==> config.mk <==
export PLATFORM = sky130hd
export DESIGN_NAME = cut_bist_ctrl_flat
export DESIGN_NICKNAME = d
export VERILOG_FILES = /design/src/rtl/cut_bist_ctrl_if.sv /design/src/rtl/cut_bist_ctrl.sv /design/src/flat_wrapper.sv
export SDC_FILE = /design/constraint.sdc
export NUM_CORES = 1
export LEC_CHECK = 0
export CORE_MARGIN = 8
export CORE_UTILIZATION = 50
export DETAILED_ROUTE_END_ITERATION = 10
export PLACE_DENSITY_LB_ADDON = 0.1
export SYNTH_ARGS = -nofsm -noshare
export SYNTH_HDL_FRONTEND = slang
export SYNTH_SLANG_ARGS = --single-unit
==> constraint.sdc <==
create_clock -name clk -period 3.6 [get_ports clk]
set_clock_uncertainty 0.2 [all_clocks]
set_input_delay 0.54 -clock clk [delete_from_list [all_inputs] [get_ports clk]]
set_output_delay 0.54 -clock clk [all_outputs]
set_load 0.05 [all_outputs]
==> src/rtl/cut_bist_ctrl_if.sv <==
// Signal bundle between the BIST controller and its test-side peer.
// The peer drives start/golden_sig and returns the CUT response on po.
interface cut_bist_ctrl_if #(
    parameter int PI_W  = 3,
    parameter int PO_W  = 3,
    parameter int SIG_W = 8
);
    logic             start;
    logic [SIG_W-1:0] golden_sig;
    logic [PI_W-1:0]  pi;
    logic [PO_W-1:0]  po;
    logic             busy;
    logic             done;
    logic             pass;
    logic [SIG_W-1:0] signature;

    modport master (
        output start, golden_sig, po,
        input  pi, busy, done, pass, signature
    );

    modport slave (
        input  start, golden_sig, po,
        output pi, busy, done, pass, signature
    );
endinterface

==> src/rtl/cut_bist_ctrl.sv <==
// BIST controller: exhaustive pattern drive, MISR compaction of the CUT
// response and a final compare against a latched golden signature.
module cut_bist_ctrl #(
    parameter int               PI_W    = 3,
    parameter int               PO_W    = 3,
    parameter int               SIG_W   = 8,
    parameter logic [SIG_W-1:0] POLY    = 8'h71,
    parameter int               PAT_CNT = 8
) (
    input logic            clk,
    input logic            rst,
    cut_bist_ctrl_if.slave bus
);

    localparam int CNT_W = $clog2(PAT_CNT + 1);
    localparam logic [CNT_W-1:0] LAST = CNT_W'(PAT_CNT - 1);

    typedef enum logic [1:0] {
        IDLE,
        RUN,
        CMP,
        DONE
    } state_t;

    state_t           state, state_n;
    logic [PI_W-1:0]  pi_q, pi_n;
    logic [CNT_W-1:0] cnt_q, cnt_n;
    logic [SIG_W-1:0] sig_q, sig_n;
    logic [SIG_W-1:0] gold_q, gold_n;
    logic             pass_q, pass_n;
    logic [SIG_W-1:0] po_ext;
    logic [SIG_W-1:0] misr_nx;

    always_comb begin
        po_ext = '0;
        po_ext[PO_W-1:0] = bus.po;
    end

    // Shift left, fold the MSB back through the taps, absorb the response.
    assign misr_nx = {sig_q[SIG_W-2:0], 1'b0}
                   ^ (POLY & {SIG_W{sig_q[SIG_W-1]}})
                   ^ po_ext;

    always_ff @(posedge clk) begin
        if (rst) begin
            state  <= IDLE;
            pi_q   <= '0;
            cnt_q  <= '0;
            sig_q  <= '0;
            gold_q <= '0;
            pass_q <= 1'b0;
        end else begin
            state  <= state_n;
            pi_q   <= pi_n;
            cnt_q  <= cnt_n;
            sig_q  <= sig_n;
            gold_q <= gold_n;
            pass_q <= pass_n;
        end
    end

    always_comb begin
        state_n = state;
        pi_n    = pi_q;
        cnt_n   = cnt_q;
        sig_n   = sig_q;
        gold_n  = gold_q;
        pass_n  = pass_q;
        unique case (state)
            IDLE: begin
                if (bus.start) begin
                    gold_n  = bus.golden_sig;
                    sig_n   = '0;
                    cnt_n   = '0;
                    pi_n    = '0;
                    pass_n  = 1'b0;
                    state_n = RUN;
                end
            end
            RUN: begin
                sig_n = misr_nx;
                cnt_n = cnt_q + 1'b1;
                // The last pattern stays on pi until the next run.
                if (cnt_q == LAST) begin
                    state_n = CMP;
                end else begin
                    pi_n = pi_q + 1'b1;
                end
            end
            CMP: begin
                pass_n  = (sig_q == gold_q);
                state_n = DONE;
            end
            DONE: begin
                state_n = IDLE;
            end
            default: begin
                state_n = IDLE;
            end
        endcase
    end

    assign bus.pi        = pi_q;
    assign bus.busy      = (state != IDLE);
    assign bus.done      = (state == DONE);
    assign bus.pass      = pass_q;
    assign bus.signature = sig_q;

endmodule

==> src/flat_wrapper.sv <==
// flat-port wrapper written by rule: the top's interface ports become plain ports
module cut_bist_ctrl_flat 
#(
    parameter int               PI_W    = 3,
    parameter int               PO_W    = 3,
    parameter int               SIG_W   = 8,
    parameter logic [SIG_W-1:0] POLY    = 8'h71,
    parameter int               PAT_CNT = 8
)
  (clk, rst, bus_start, bus_golden_sig, bus_po, bus_pi, bus_busy, bus_done, bus_pass, bus_signature);
  cut_bist_ctrl_if #(.PI_W(PI_W), .PO_W(PO_W), .SIG_W(SIG_W)) bus_i ();
  input logic clk;
  input logic rst;
  input wire logic [$bits(bus_i.start)-1:0] bus_start;
  input wire logic [$bits(bus_i.golden_sig)-1:0] bus_golden_sig;
  input wire logic [$bits(bus_i.po)-1:0] bus_po;
  output wire logic [$bits(bus_i.pi)-1:0] bus_pi;
  output wire logic [$bits(bus_i.busy)-1:0] bus_busy;
  output wire logic [$bits(bus_i.done)-1:0] bus_done;
  output wire logic [$bits(bus_i.pass)-1:0] bus_pass;
  output wire logic [$bits(bus_i.signature)-1:0] bus_signature;
  assign bus_i.start = bus_start;
  assign bus_i.golden_sig = bus_golden_sig;
  assign bus_i.po = bus_po;
  assign bus_pi = bus_i.pi;
  assign bus_busy = bus_i.busy;
  assign bus_done = bus_i.done;
  assign bus_pass = bus_i.pass;
  assign bus_signature = bus_i.signature;
  cut_bist_ctrl #(.PI_W(PI_W), .PO_W(PO_W), .SIG_W(SIG_W), .POLY(POLY), .PAT_CNT(PAT_CNT)) u_core (.clk(clk), .rst(rst), .bus(bus_i));
endmodule
==> impl_metrics.json <==
{
  "dp_cells": 201,
  "cts_hold_buffers": 0,
  "vias": 1097,
  "routedWlPerCell_um": 13.6,
  "area_delta_synth_final_pct": 23.5,
  "synth.ff_latch_count": 26,
  "drt_iter0_drc": 52,
  "io_pins": 28,
  "nets": 196,
  "power_density_nw_per_um2": 604,
  "yosysUniqueCellTypes": 31,
  "fp.dieH_um": 66.4,
  "syn_nets": 171,
  "worst_pin_slew_ns": 0.747,
  "endpoint_kind": "primary output",
  "drt-total-wl_mm": 2.78,
  "die_width_um": 66.4,
  "fp-row-count": 18,
  "cts_setup_buffers": 0,
  "synth-xor-area-share_pct": 10.3,
  "synthAdderAreaFrac_pct": 5.91,
  "netlist_instances": 151,
  "worst_setup_path_start_kind": "flip-flop",
  "synth_top_family_by_area": "simple AND/OR/NAND/NOR gates",
  "antenna_found_initial": 0,
  "fp.dieArea_um2": 4410,
  "hold_viol": 0,
  "drive_above_1_share_pct": 4.60,
  "setup_viol": 0,
  "grt-ovfl-total": 0,
  "grt_usage_pct": 14.0,
  "ant_nets": 0,
  "cp_max_fo": 7,
  "final_cells": 204,
  "slew_viol_final": 0,
  "post-route-period-util_pct": 76.6,
  "drv_cap": 0,
  "core_um2": 2430,
  "yosys.area_share.simple_pct": 20.4,
  "holdCritPathClass": "flip-flop to flip-flop",
  "synth.area.mux_share_pct": 2.66,
  "grt_pass1_wl_mm": 4.84,
  "crit_type": "flip-flop to primary output",
  "drc": 0,
  "cts_buffers": 3,
  "diodes": 0,
  "clkTransAtPathRegs_ns": 0.13,
  "grt_max_degree": 18,
  "fmax_mhz": 363,
  "cts.sinks": 26,
  "vias_per_cell": 5.38,
  "io_buffers": 27,
  "grt_pass1_vias": 1052,
  "p_leak_nw": 0.650,
  "rsz0062_at_grt": "false",
  "synth-seq-area-share_pct": 41.0,
  "syn-cell-area_um2": 1270,
  "fill_cells": 233,
  "cts_tree": "done",
  "drt_first_pass_iters": 4,
  "ys_warn_count": 0,
  "peakVddDrop_mv": 0.451,
  "cp.arrival_ns": 2.02,
  "worstPathRequired_ns": 2.86,
  "clk_path_buf_depth": 2,
  "start_util_pct": 52.2,
  "cts_resized": 0,
  "gp_congestion": 0.785,
  "syn_area_per_cell_um2": 8.41,
  "tns_ns": 0,
  "cts_root_buf": "clkbuf_4",
  "dp_hpwl_mm": 2.11,
  "status": "complete, no violations",
  "htree_levels": 1,
  "synth_compound_area_share_pct": 14.9,
  "min_period_ns": 2.76,
  "clock_latency_ns": 0.32,
  "slew_headroom_pct": 49.2
}
## cell usage after synthesis (all sizes together)
cell	count	share of area (%)
clkbuf	5	1.5
a21o	2	1.2
a211oi	3	2.6
ha	6	5.9
nor2	10	3.0
nand2	27	8.0
nand3	8	3.2
inv	6	1.8
a21oi	18	7.1
mux2i	3	2.7
nor3b	1	0.59
nor4	1	0.49
and3b	1	0.69
nand3b	1	0.59
o21ai	2	0.79
or4	1	0.59
a2111o	1	0.89
nor2b	2	0.99
xnor2	1	0.69
a22oi	4	2.4
nor3	3	1.2
and2	1	0.49
nor4b	1	0.69
buf	3	1.6
xor2	14	9.7
dfxtp	26	41
## layout make-up
class                      instances  area [µm²]  share of cell area, %
timing repair buffer              28         278                   17.7
clock buffer                       3        22.5                   1.44
inverter                           6        22.5                   1.44
tap                               30        37.5                   2.39
multi-input combinational        111         688                   43.9
sequential                        26         520                   33.2
## through the flow
stage | hold WS [ns] | setup WS, ns | utilization [%] | area (µm²) | total power [W]
6_report | 0.277 | 0.842 | 64.5 | 1570 | 0.000948
5_1_grt | 0.295 | 0.753 | 64.5 | 1570 | 0.00102
4_1_cts | 0.281 | 0.826 | 64.5 | 1570 | 0.000956
3_5_place_dp | 0.263 | 1.21 | 63.6 | 1550 | 0.000833
3_3_place_gp | 0.256 | 1.25 | 63.6 | 1550 | 0.000817
2_1_floorplan | 0.243 | 1.80 | - | 1270 | 0.000725
## logic make-up after synthesis
group	after synthesis
XOR/XNOR	15
AO/OA/AOI/OAI	30
adder cells (fa/ha/maj)	6
buffers and inverters	14
multiplexers	3
AND/OR/NAND/NOR	57
flip-flops	26
## sequential cells by signal, summed over array words and instances, names as in the netlist
signal	flops
u_core.state	2
u_core.cnt_q	4
u_core.bus.signature	8
u_core.bus.pi	3
u_core.gold_q	8
u_core.bus.pass	1
## cells in the final DEF, fill, tap and decap left out, types with 3 or more instances in the layout
master,n
clkdlybuf4s50_1,27
nand3_1,8
nor2_1,10
inv_1,5
xor2_1,14
dfxtp_1,26
nor3_1,3
a22oi_1,4
a21oi_1,18
nand2_1,27
ha_1,6
clkbuf_4,3
## worst max-delay path: stages, from the launching register on
cell             delay, ns
dfxtp_1               0.41
inv_1                 0.08
ha_1                  0.29
inv_1                 0.10
clkdlybuf4s50_1       0.81
## power breakdown
group          switching [W]  total [W]  internal (W)
clock              0.0000823   0.000122     0.0000393
combinational       0.000295   0.000454      0.000159
sequential         0.0000400   0.000373      0.000333
total               0.000417   0.000948      0.000531
## worst paths after layout
kind	depth (start not counted)	startpoint	to	slack, ns
setup / recovery	4	u_core.state[0]	bus_busy	0.84
hold / removal	2	u_core.gold_q[7]	u_core.gold_q[7]	0.28
setup reg to reg	6	u_core.state[1]	u_core.bus.pi[2]	1.33
hold reg to reg	2	u_core.gold_q[7]	u_core.gold_q[7]	0.28
## layer usage
| metal | vias to the layer above | share of wire (%) | GRT usage [%] |
|---|---|---|---|
| met4 | 0 | 1.7 | 5.60 |
| met1 | 504 | 42 | 16.1 |
| li1 | 555 | - | - |
| met5 | - | 0 | 0 |
| met3 | 5 | 5.8 | 3.56 |
| met2 | 33 | 50 | 23.9 |
Power figures use the tool's default switching activity.
